## src/rtl/int_pkg.sv

```systemverilog
// Shared types and widths for the pipeline interrupt controller.
package int_pkg;

    localparam int unsigned STACK_W    = 16;
    localparam int unsigned FLAG_W_DEF = 3;
    localparam int unsigned PC_W_DEF   = 2 * STACK_W;

    typedef enum logic [3:0] {
        IDLE,
        DRAIN,
        PUSH_PCH,
        PUSH_PCL,
        PUSH_FLG,
        VEC_H,
        VEC_L,
        LOAD,
        SERVICE
    } int_state_t;

endpackage

```

## src/rtl/int_edge_latch.sv

```systemverilog
// Rising-edge detector on irq feeding a sticky pending bit.
// A clear arriving with a new edge wins: that edge is absorbed by the entry under way.
module int_edge_latch (
    input  logic clk,
    input  logic reset,
    input  logic irq,
    input  logic clr,
    output logic pending
);

    logic irq_q, irq_d;
    logic pending_q, pending_d;

    always_comb begin
        irq_d     = irq;
        pending_d = pending_q;
        if (irq && !irq_q) begin
            pending_d = 1'b1;
        end
        if (clr) begin
            pending_d = 1'b0;
        end
    end

    always_ff @(posedge clk or negedge reset) begin
        if (!reset) begin
            irq_q     <= 1'b0;
            pending_q <= 1'b0;
        end else begin
            irq_q     <= irq_d;
            pending_q <= pending_d;
        end
    end

    assign pending = pending_q;

endmodule

```

## src/rtl/int_ctrl.sv

```systemverilog
// Interrupt entry sequencer: drain, push PC/flags, fetch vector, load PC,
// then hold off further entries until RETI completes.
module int_ctrl
    import int_pkg::*;
#(
    parameter int unsigned        PC_W         = PC_W_DEF,
    parameter int unsigned        FLAG_W       = FLAG_W_DEF,
    parameter int unsigned        DRAIN_CYCLES = 4,
    parameter logic [STACK_W-1:0] VEC_ADDR     = 16'h0000
) (
    input  logic               clk,
    input  logic               reset,
    input  logic               irq,
    input  logic               ctl_busy,
    input  logic               rti_done,
    input  logic [PC_W-1:0]    pc_in,
    input  logic [FLAG_W-1:0]  flags_in,
    output logic               stall_fetch,
    output logic               push_valid,
    output logic [STACK_W-1:0] push_data,
    input  logic               push_ready,
    output logic               rd_req,
    output logic [STACK_W-1:0] rd_addr,
    input  logic               rd_valid,
    input  logic [STACK_W-1:0] rd_data,
    output logic               pc_load,
    output logic [PC_W-1:0]    pc_load_value,
    output logic               int_active
);

    localparam int unsigned        CNT_W       = (DRAIN_CYCLES > 1) ? $clog2(DRAIN_CYCLES) : 1;
    localparam logic [CNT_W-1:0]   CNT_LAST    = CNT_W'(DRAIN_CYCLES - 1);
    localparam logic [STACK_W-1:0] VEC_ADDR_LO = STACK_W'(VEC_ADDR + 16'd1);

    int_state_t         state_q, state_d;
    logic [PC_W-1:0]    pc_q, pc_d;
    logic [FLAG_W-1:0]  flg_q, flg_d;
    logic [CNT_W-1:0]   cnt_q, cnt_d;
    logic [STACK_W-1:0] vec_hi_q, vec_hi_d;
    logic [STACK_W-1:0] vec_lo_q, vec_lo_d;

    logic               stall_fetch_q, stall_fetch_d;
    logic               push_valid_q, push_valid_d;
    logic [STACK_W-1:0] push_data_q, push_data_d;
    logic               rd_req_q, rd_req_d;
    logic [STACK_W-1:0] rd_addr_q, rd_addr_d;
    logic               pc_load_q, pc_load_d;
    logic [PC_W-1:0]    pc_load_value_q, pc_load_value_d;
    logic               int_active_q, int_active_d;

    logic pending;
    logic pend_clr_c;

    int_edge_latch u_edge (
        .clk     (clk),
        .reset   (reset),
        .irq     (irq),
        .clr     (pend_clr_c),
        .pending (pending)
    );

    // Next state, then outputs decoded from the next state so they register in step with it.
    always_comb begin
        state_d         = state_q;
        pc_d            = pc_q;
        flg_d           = flg_q;
        cnt_d           = cnt_q;
        vec_hi_d        = vec_hi_q;
        vec_lo_d        = vec_lo_q;
        pend_clr_c      = 1'b0;

        stall_fetch_d   = 1'b0;
        push_valid_d    = 1'b0;
        push_data_d     = '0;
        rd_req_d        = 1'b0;
        rd_addr_d       = '0;
        pc_load_d       = 1'b0;
        pc_load_value_d = '0;
        int_active_d    = 1'b0;

        case (state_q)
            IDLE: begin
                if (pending && !ctl_busy) begin
                    pc_d    = pc_in;
                    flg_d   = flags_in;
                    cnt_d   = '0;
                    state_d = DRAIN;
                end
            end
            DRAIN: begin
                if (cnt_q == CNT_LAST) begin
                    pend_clr_c = 1'b1;
                    state_d    = PUSH_PCH;
                end else begin
                    cnt_d = cnt_q + CNT_W'(1);
                end
            end
            PUSH_PCH: if (push_ready) state_d = PUSH_PCL;
            PUSH_PCL: if (push_ready) state_d = PUSH_FLG;
            PUSH_FLG: if (push_ready) state_d = VEC_H;
            VEC_H: begin
                if (rd_valid) begin
                    vec_hi_d = rd_data;
                    state_d  = VEC_L;
                end
            end
            VEC_L: begin
                if (rd_valid) begin
                    vec_lo_d = rd_data;
                    state_d  = LOAD;
                end
            end
            LOAD:    state_d = SERVICE;
            SERVICE: if (rti_done) state_d = IDLE;
            default: state_d = IDLE;
        endcase

        case (state_d)
            DRAIN: stall_fetch_d = 1'b1;
            PUSH_PCH: begin
                stall_fetch_d = 1'b1;
                push_valid_d  = 1'b1;
                push_data_d   = pc_q[PC_W-1 -: STACK_W];
            end
            PUSH_PCL: begin
                stall_fetch_d = 1'b1;
                push_valid_d  = 1'b1;
                push_data_d   = pc_q[STACK_W-1:0];
            end
            PUSH_FLG: begin
                stall_fetch_d = 1'b1;
                push_valid_d  = 1'b1;
                push_data_d   = STACK_W'(flg_q);
            end
            VEC_H: begin
                stall_fetch_d = 1'b1;
                rd_req_d      = 1'b1;
                rd_addr_d     = VEC_ADDR;
            end
            VEC_L: begin
                stall_fetch_d = 1'b1;
                rd_req_d      = 1'b1;
                rd_addr_d     = VEC_ADDR_LO;
            end
            LOAD: begin
                stall_fetch_d   = 1'b1;
                pc_load_d       = 1'b1;
                pc_load_value_d = PC_W'({vec_hi_q, vec_lo_d});
            end
            SERVICE: int_active_d = 1'b1;
            default: ;
        endcase
    end

    always_ff @(posedge clk or negedge reset) begin
        if (!reset) begin
            state_q         <= IDLE;
            pc_q            <= '0;
            flg_q           <= '0;
            cnt_q           <= '0;
            vec_hi_q        <= '0;
            vec_lo_q        <= '0;
            stall_fetch_q   <= 1'b0;
            push_valid_q    <= 1'b0;
            push_data_q     <= '0;
            rd_req_q        <= 1'b0;
            rd_addr_q       <= '0;
            pc_load_q       <= 1'b0;
            pc_load_value_q <= '0;
            int_active_q    <= 1'b0;
        end else begin
            state_q         <= state_d;
            pc_q            <= pc_d;
            flg_q           <= flg_d;
            cnt_q           <= cnt_d;
            vec_hi_q        <= vec_hi_d;
            vec_lo_q        <= vec_lo_d;
            stall_fetch_q   <= stall_fetch_d;
            push_valid_q    <= push_valid_d;
            push_data_q     <= push_data_d;
            rd_req_q        <= rd_req_d;
            rd_addr_q       <= rd_addr_d;
            pc_load_q       <= pc_load_d;
            pc_load_value_q <= pc_load_value_d;
            int_active_q    <= int_active_d;
        end
    end

    assign stall_fetch   = stall_fetch_q;
    assign push_valid    = push_valid_q;
    assign push_data     = push_data_q;
    assign rd_req        = rd_req_q;
    assign rd_addr       = rd_addr_q;
    assign pc_load       = pc_load_q;
    assign pc_load_value = pc_load_value_q;
    assign int_active    = int_active_q;

endmodule

```

## config.mk

```make
export PLATFORM = sky130hd
export DESIGN_NAME = int_ctrl
export DESIGN_NICKNAME = d
export VERILOG_FILES = /design/src/rtl/int_pkg.sv /design/src/rtl/int_edge_latch.sv /design/src/rtl/int_ctrl.sv
export SDC_FILE = /design/constraint.sdc
export NUM_CORES = 1
export LEC_CHECK = 0
export ABC_AREA = 1
export CAP_MARGIN = 0
export CELL_PAD_IN_SITES_DETAIL_PLACEMENT = 1
export CELL_PAD_IN_SITES_GLOBAL_PLACEMENT = 1
export CORE_UTILIZATION = 39
export DETAILED_ROUTE_END_ITERATION = 8
export GPL_TIMING_DRIVEN = 0
export PLACE_DENSITY_LB_ADDON = 0.1
export SYNTH_ARGS = -nofsm -noshare
export SYNTH_HDL_FRONTEND = slang
export SYNTH_SLANG_ARGS = --single-unit
export TNS_END_PERCENT = 5
```

## constraint.sdc

```tcl
create_clock -name clk -period 3.8 [get_ports clk]
set_clock_uncertainty 0.1 [all_clocks]
set_input_delay 0.95 -clock clk [delete_from_list [all_inputs] [get_ports clk]]
set_output_delay 0.95 -clock clk [all_outputs]
set_load 0.03 [all_outputs]
```

==> impl_metrics.py, run 1 <==
metrics = {
    "floorplanning": {
        "die_w_um": 108,
        "std_cell_rows": 38,
        "core_area_sq_mm": 0.0109,
        "dieArea_sq_mm": 0.0117,
        "num_io_pins": 127,
        "die_h_um": 108,
        "start_util_pct": 40.3,
    },
    "sta": {
        "fin_hold_ws_ps": 230,
        "fin_crit_ps": 2490,
        "slew_viol_final": 0,
        "setup_violations": 0,
        "max_slew.worst_pin.slew_ps": 580,
        "fmax_mhz": 401,
        "slew_headroom_pct": 61.3,
        "fin_crit_sh_pct": 65.6,
        "hold_viol": 0,
        "rsz0062_at_grt": "no",
    },
    "global_routing": {
        "grt_pass1_vias": 3616,
        "gr-total-overflow": 0,
        "grt_pass1_wl_mm": 18.2,
        "grt_antenna_before_repair": 0,
        "track_usage_pct": 21.4,
        "grt_start_max_net_pins": 73,
    },
    "synthesis": {
        "syn_area_sq_mm": 0.00441,
        "yosysTopAreaCell": "dfrtp_1",
        "ys.flop_type": "dfrtp_1",
        "syn_avg_cell_area_sq_um": 10.9,
        "yosysWarningCount": 0,
        "synth_top_area_share_pct": 64.2,
        "ys_types": 18,
        "async_flop_share_pct": 100,
        "yosysMostFrequentCell": "dfrtp_1",
        "ys_ff_latch": 113,
        "ys_seq_area_share_pct": 64.2,
        "netlist_instances": 405,
        "synthTopCellsByArea": "dfrtp_1, mux2_2, nand3_1",
        "yosys-top-cells-count": "dfrtp_1, inv_1, nand2_1",
        "synth_edf_count": 0,
    },
    "outcome": {
        "status": "completed",
    },
    "place": {
        "post-place-cells": 672,
        "place.gp.congestion": 0.794,
        "port_buffers": 111,
        "dp_hpwl_mm": 7.55,
    },
    "clocking": {
        "cts-resized-gates": 0,
        "cts_buffer_depth": 2,
        "ctsHoldBuffers": 0,
        "insertion_delay_ps": 410,
        "numCtsBuffers": 17,
        "root_buffer": "clkbuf_16",
        "h-tree-depth": 4,
        "post-cts-setup-buffer-count": 0,
        "cts.clk_slew.worst_paths_ps": 50,
        "cts_tree": "done",
        "clock-sinks": 113,
    },
    "route": {
        "drtIter0Drc": 89,
        "wl_per_cell_um": 16.1,
        "drc": 0,
        "via_count": 3302,
        "ant_nets": 0,
        "routed_wl_mm": 11.3,
        "dr.pass1.iters": 4,
        "viasPerCell": 4.70,
    },
    "worst_setup_path": {
        "crit_family": "buffers and inverters",
        "arrival_ps": 1440,
        "critPathMaxFanout": 1,
        "crit_buf_inv": 1,
        "cpMaxStageDelayCell": "clkdlybuf4s50_1",
        "path_class": "flop to output port",
        "slowest_delay_ps": 710,
        "end_kind": "output port",
        "critPathRequiredTime_ps": 2750,
        "crit_chain": "clkdlybuf4s50_1",
        "start_kind": "flop",
    },
    "layout": {
        "fin_nets": 610,
        "syn_to_final_growth_pct": 45.2,
        "stdcell_count": 702,
        "final_layout_size_suffix_gt1_share_pct": 16.5,
        "num_antenna_cells": 0,
    },
    "pwr": {
        "power_density_mw_per_mm2": 754,
        "ir_drop_v": 0.000373,
        "power.leakage_nw": 3.15,
        "finalPower_mw": 4.83,
    },
    "job": {
        "maxCapViolCount": 0,
    },
    "min_path": {
        "hold_path_class": "primary input to asynchronous set/reset pin",
    },
}
## cell families (layout without fill, tap and decap cells)
family	count (synthesis)	in the layout	synth area share [%]
DFF	113	113	64.2
muxes	35	35	8.94
buffers and inverters	83	226	9.34
and+or+nand+nor	147	147	14.1
adders and majority gates	1	1	0.284
AOI/OAI and AO/OA	25	25	3.10
other	1	15	0.0851
## layer usage
layer | vias to the layer above | wire length (um) | global-route usage (%)
li1 | 1552 | - | -
met1 | 1651 | 4700 | 25.5
met2 | 84 | 5890 | 36.0
met3 | 15 | 467 | 6.51
met4 | 0 | 221 | 8.78
met5 | - | 0 | 0
## metrics by stage
step / area, sq um / TNS (ps) / worst slack [ps] / util [%]
after floorplan: 4460 / 0 / 1900 / -
after global placement: 5750 / -295800 / -2620 / 52.5
after detailed placement: 5790 / 0 / 1060 / 53.0
after CTS: 6400 / 0 / 1280 / 58.5
after global routing: 6400 / 0 / 1270 / 58.5
final: 6400 / 0 / 1310 / 58.5
## registers in the layout, summed over array words and instances (netlist names)
name	cells
pc_load_value	32
pc_q	32
push_data	16
vec_hi_q	16
state_q	4
flg_q	3
cnt_q	2
int_active	1
pc_load	1
push_valid	1
rd_addr	1
rd_req	1
stall_fetch	1
u_edge.irq_q	1
u_edge.pending	1
## path summary, 6_finish.rpt
kind / from / endpoint / slack [ps] / depth (start not counted)
worst max-delay path: pc_load_value[24] / pc_load_value[24] / 1310 / 1
worst min-delay path: reset / pc_load_value[14] / 230 / 1
worst max register to register: state_q[2] / stall_fetch / 1830 / 6
worst min register to register: vec_hi_q[10] / vec_hi_q[10] / 380 / 2
max in group asynchronous: reset / push_data[4] / 2590 / 3
min in group clk: vec_hi_q[10] / vec_hi_q[10] / 380 / 2
## report_power, final
part / switching [mW] / internal, mW
combinational: 0.835 / 0.610
clock: 0.519 / 1.09
sequential: 0.191 / 1.58
## area by class of cell
class,count,area (sq um)
tap,140,175
sequential,113,2830
timing repair buffer,113,1160
clock buffer,26,539
fill,1212,4540
multi-input combinational,223,1220
buffer,33,224
inverter,50,188
clock inverter,4,70.1
## cells in the final DEF, fill, tap and decap left out, types with 15 or more instances in the layout
| master | n |
|---|---|
| o21ai_0 | 20 |
| dfrtp_1 | 113 |
| mux2_2 | 35 |
| conb_1 | 15 |
| clkdlybuf4s50_1 | 110 |
| clkbuf_16 | 17 |
| nand2_1 | 50 |
| buf_4 | 18 |
| inv_1 | 50 |
| nand3_1 | 49 |
| nor2_1 | 45 |
(Power assumes the default switching activity.)
==> run 2: changes to the inputs <==
CORE_UTILIZATION = 32   (was 39)
clock period = 2.2 ns   (was 3.8 ns; I/O delays follow)
==> run 2 against run 1 <==
  * Die area increased by 21%
  * Clock power grew 59%
  * Power is 67% higher
  * Combinational power increased by 69%
  * Hold slack improved by 150 ps
  * Highest routed layer unchanged
  * Sequential power is 71% higher
  * Largest cell class unchanged
  * Critical path type unchanged
  * Count of clock-buffer cells in the layout is 1 higher
  * Critical path depth is the same
  * Core utilization is 11 points lower
  * Register-to-register slack lost 1600 ps
  * First-iteration DRC count is 26% higher
==> impl_metrics.py, run 2 (synthesized netlist as in run 1, its figures left out) <==
metrics = {
    "layout": {
        "syn_to_final_growth_pct": 45.1,
        "num_antenna_cells": 0,
        "most-common-layout-cells": "dfrtp_1, clkdlybuf4s50_1, inv_1, nand2_1, nand3_1",
        "fin_nets": 610,
        "final_common_cell": "dfrtp_1",
        "final_layout_size_suffix_gt1_share_pct": 16.0,
        "fillers": 1505,
    },
    "route": {
        "top_layer_used": "met4",
        "viasPerCell": 4.35,
        "wl_met3_um": 544,
        "ant_nets": 0,
        "drc": 0,
        "routedLengthMet1_mm": 4.82,
        "routed_wl_mm": 10.6,
        "wl_per_cell_um": 14.3,
        "dr.pass1.iters": 4,
        "via_count": 3221,
        "drtIter0Drc": 112,
        "met2_wirelength_mm": 5.08,
    },
    "min_path": {
        "hold_path_class": "flop to flop",
    },
    "pwr": {
        "finalPower_mw": 8.04,
        "combPwrFrac_pct": 30.5,
        "p_switching_mw": 2.57,
        "clock_power_share_pct": 31.8,
        "seqPwrFrac_pct": 37.6,
        "power.leakage_nw": 3.13,
        "power_density_mw_per_mm2": 1260,
        "ir_drop_v": 0.000517,
        "power.share.switching_pct": 32.0,
        "p_int_mw": 5.47,
    },
    "sta": {
        "hold_viol": 0,
        "fin_crit_ps": 2100,
        "fmax_mhz": 477,
        "setup_violations": 0,
        "fin_crit_sh_pct": 95.3,
        "rsz0062_at_grt": "no",
        "finalSetupTns_ps": 0,
        "max_slew.worst_pin.slew_ps": 598,
        "slew_viol_final": 0,
        "slew_headroom_pct": 60.1,
        "fin_hold_ws_ps": 383,
    },
    "floorplanning": {
        "core_area_sq_mm": 0.0133,
        "die_w_um": 119,
        "num_io_pins": 127,
        "start_util_pct": 33.0,
        "die_h_um": 119,
        "dieArea_sq_mm": 0.0142,
        "std_cell_rows": 42,
    },
    "clocking": {
        "h-tree-depth": 4,
        "cts.clk_slew.worst_paths_ps": 50,
        "root_buffer": "clkbuf_16",
        "cts_tree": "done",
        "insertion_delay_ps": 410,
        "cts_buffer_depth": 2,
        "numCtsBuffers": 17,
        "clock-sinks": 113,
    },
    "outcome": {
        "status": "completed",
    },
    "job": {
        "maxCapViolCount": 0,
    },
    "worst_setup_path": {
        "slowest_delay_ps": 680,
        "reg2reg_slack_ps": 280,
        "arrival_ps": 1450,
        "cpMaxStageDelayCell": "clkdlybuf4s50_1",
        "start_kind": "flop",
        "crit_buf_inv": 1,
        "crit_chain": "clkdlybuf4s50_1",
        "crit_family": "buffers and inverters",
        "critPathMaxFanout": 1,
        "critPathRequiredTime_ps": 1550,
        "end_kind": "output port",
        "path_class": "flop to output port",
    },
    "global_routing": {
        "gr-total-overflow": 0,
        "grt_antenna_before_repair": 0,
        "grt_pass1_wl_mm": 17.7,
        "grt_start_max_net_pins": 78,
        "track_usage_pct": 16.6,
        "grt_pass1_vias": 3516,
    },
    "place": {
        "place.gp.congestion": 0.779,
        "dp_hpwl_mm": 7.47,
        "port_buffers": 111,
    },
}
-- run 2: routing by layer --
| metal | global-route usage [%] | vias to the layer above |
|---|---|---|
| li1 | - | 1551 |
| met2 | 26.0 | 80 |
| met1 | 20.8 | 1582 |
| met3 | 6.66 | 8 |
| met5 | 0 | - |
| met4 | 5.63 | 0 |
-- run 2: per-stage QoR --
step	cells	area (sq um)	worst slack, ps	utilization, %
floorplan	419	4460	674	-
global placement	706	5790	-3930	43.4
detailed placement	707	5820	-164	43.6
CTS	740	6390	76.6	47.9
global route	740	6390	40.8	47.9
finish	740	6390	104	47.9
-- run 2: power by group through the flow --
stage	registers (mW)	logic [mW]	clock network, mW
after floorplan	3.25	1.38	0
after global placement	3.04	2.43	0
after detailed placement	3.06	2.49	0
after CTS	3.03	2.50	2.64
after global routing	3.11	2.75	2.73
final	3.03	2.45	2.56
-- run 2: layout make-up --
cell class	count	area [sq um]	area share, %
inverters	50	188	2.94
flip-flops and latches	113	2830	44.2
repair buffers	113	1150	18.0
clock inverters	5	50.0	0.783
plain buffers	33	224	3.50
well taps	176	220	3.44
multi-input cells	223	1220	19.1
clock buffers	27	513	8.03
-- run 2: path summary, 6_finish.rpt --
path	startpoint	endpoint	depth (start not counted)
min in group asynchronous	reset	pc_load_value[15]	2
min	vec_hi_q[10]	vec_hi_q[10]	2
max in group asynchronous	reset	push_data[11]	3
max reg2reg	state_q[2]	stall_fetch	6
max	push_data[1]	push_data[1]	1
min reg2reg	vec_hi_q[10]	vec_hi_q[10]	2
-- run 2: repair_timing --
item,CTS,global route
buffers inserted,0,0
hold buffers,1,0
endpoints found under the hold margin,36,0
endpoints found under the setup margin,0,0
resized for setup,0,0
==> run 3: changes to the inputs <==
CORE_ASPECT_RATIO = 0.75   (was default)
HOLD_SLACK_MARGIN = 0.02   (was default)
==> run 3 against run 2 <==
  * Via count up 0.96%
  * Sequential share of layout area hardly changed
  * Clock power grew 2%
  * Maximum frequency grew 0.38%
  * Die area about the same
  * Power grew 0.96%
  * Highest routed layer unchanged
  * Routed wire length grew 3.4%
  * Final area about the same
  * Critical endpoint is now push_data[2]
  * Core utilization grew 0.51 points
==> impl_metrics.py, run 3 (synthesized netlist as in run 1, its figures left out) <==
metrics = {
    "place": {
        "placed_cell_area_sq_mm": 0.00581,
        "dp_hpwl_mm": 7.66,
        "port_buffers": 111,
        "place.gp.congestion": 0.778,
    },
    "pwr": {
        "power.leakage_nw": 3.13,
        "power_density_mw_per_mm2": 1270,
        "p_switching_mw": 2.64,
        "p_int_mw": 5.48,
        "combPwrFrac_pct": 30.4,
        "clock_power_share_pct": 32.1,
        "ir_drop_v": 0.000759,
        "seqPwrFrac_pct": 37.5,
        "power.share.switching_pct": 32.5,
    },
    "route": {
        "ant_nets": 0,
        "dr.pass1.iters": 4,
        "via_count": 3252,
        "routed_wl_mm": 10.9,
        "wl_per_cell_um": 14.9,
        "viasPerCell": 4.44,
        "drtIter0Drc": 171,
        "drc": 0,
    },
    "sta": {
        "max_slew.worst_pin.slew_ps": 558,
        "fmax_mhz": 479,
        "slew_headroom_pct": 62.6,
        "fin_crit_sh_pct": 94.9,
        "slew_viol_final": 0,
        "rsz0062_at_grt": "no",
        "hold_viol": 0,
        "setup_violations": 0,
        "fin_crit_ps": 2090,
    },
    "worst_setup_path": {
        "slowest_delay_ps": 680,
        "arrival_ps": 1440,
        "end_kind": "output port",
        "cpMaxStageDelayCell": "clkdlybuf4s50_1",
        "critPathMaxFanout": 1,
        "crit_buf_inv": 1,
        "path_class": "flop to output port",
        "crit_family": "buffers and inverters",
        "crit_chain": "clkdlybuf4s50_1",
        "start_kind": "flop",
        "critPathRequiredTime_ps": 1550,
    },
    "layout": {
        "most-common-layout-cells": "dfrtp_1, clkdlybuf4s50_1, inv_1, nand2_1, nand3_1",
        "num_antenna_cells": 0,
        "post-route-util_pct": 48.4,
        "final_area_sq_mm": 0.00639,
        "fillers": 1427,
        "fin_nets": 610,
        "final_layout_size_suffix_gt1_share_pct": 16.2,
        "final_common_cell": "dfrtp_1",
        "syn_to_final_growth_pct": 44.9,
    },
    "clocking": {
        "clock-sinks": 113,
        "ctsHoldBuffers": 1,
        "cts_tree": "done",
        "cts-resized-gates": 0,
        "cts_buffer_depth": 2,
        "cts.clk_slew.worst_paths_ps": 50,
        "numCtsBuffers": 17,
        "insertion_delay_ps": 410,
        "post-cts-setup-buffer-count": 0,
        "h-tree-depth": 4,
        "root_buffer": "clkbuf_16",
    },
    "global_routing": {
        "gr-total-overflow": 0,
        "grt_start_max_net_pins": 78,
        "grt_antenna_before_repair": 0,
        "grt_pass1_vias": 3599,
        "grt_pass1_wl_mm": 18.1,
        "track_usage_pct": 17.0,
    },
    "min_path": {
        "hold_path_class": "flop to flop",
    },
    "outcome": {
        "status": "completed",
    },
    "job": {
        "maxCapViolCount": 0,
    },
    "floorplanning": {
        "core_area_sq_mm": 0.0132,
        "die_h_um": 104,
        "die_w_um": 138,
        "num_io_pins": 127,
        "std_cell_rows": 36,
        "dieArea_sq_mm": 0.0142,
        "start_util_pct": 33.4,
    },
}
-- run 3: cell types whose count changed in the layout (fill, tap and decap cells not counted) --
cell        previous run  this run
clkbuf_1              12         8
clkbuf_8               5         6
clkinv_2               4         3
clkinvlp_4             0         1
-- run 3: worst paths after layout --
path / from / to / slack, ps / cells after the start
setup / recovery: push_data[2] / push_data[2] / 110 / 1
hold / removal: vec_hi_q[10] / vec_hi_q[10] / 380 / 2
setup reg to reg: state_q[2] / push_data[0] / 260 / 7
hold reg to reg: vec_hi_q[10] / vec_hi_q[10] / 380 / 2
max in group asynchronous: reset / u_edge.irq_q / 790 / 3
min in group asynchronous: reset / pc_load_value[10] / 520 / 2
-- run 3: layer usage --
layer | global-route usage (%) | routed length, um | vias to the layer above
met5 | 0 | 0 | -
met4 | 6.83 | 136 | 0
met3 | 4.70 | 428 | 9
met2 | 26.8 | 5210 | 73
met1 | 21.8 | 5140 | 1624
li1 | - | - | 1546
-- run 3: area by class of cell --
type	instances	area [sq um]	share of cell area, %
plain buffers	33	224	3.51
clock buffers	24	512	8.01
clock inverters	5	52.6	0.823
inverters	50	188	2.94
multi-input cells	223	1220	19.1
flip-flops and latches	113	2830	44.3
well taps	171	214	3.35
repair buffers	113	1150	18.0
-- run 3: power by group through the flow --
stage / Clock [mW] / Sequential (mW) / Combinational, mW
after floorplan: 0 / 3.25 / 1.38
after global placement: 0 / 3.05 / 2.40
after detailed placement: 0 / 3.08 / 2.49
after CTS: 2.66 / 3.05 / 2.51
after global routing: 2.76 / 3.12 / 2.73
final: 2.61 / 3.05 / 2.46
-- run 3: per-stage QoR --
| stage | setup slack (ps) | power, mW | setup TNS, ps | hold slack [ps] | instances |
|---|---|---|---|---|---|
| global route | 64.3 | 8.61 | 0 | 412 | 732 |
| floorplan | 674 | 4.63 | 0 | 154 | 419 |
| detailed placement | -113 | 5.57 | -640 | 375 | 702 |
| global placement | -3990 | 5.45 | -450850 | 368 | 701 |
| CTS | 90.8 | 8.22 | 0 | 391 | 732 |
| finish | 112 | 8.12 | 0 | 384 | 732 |
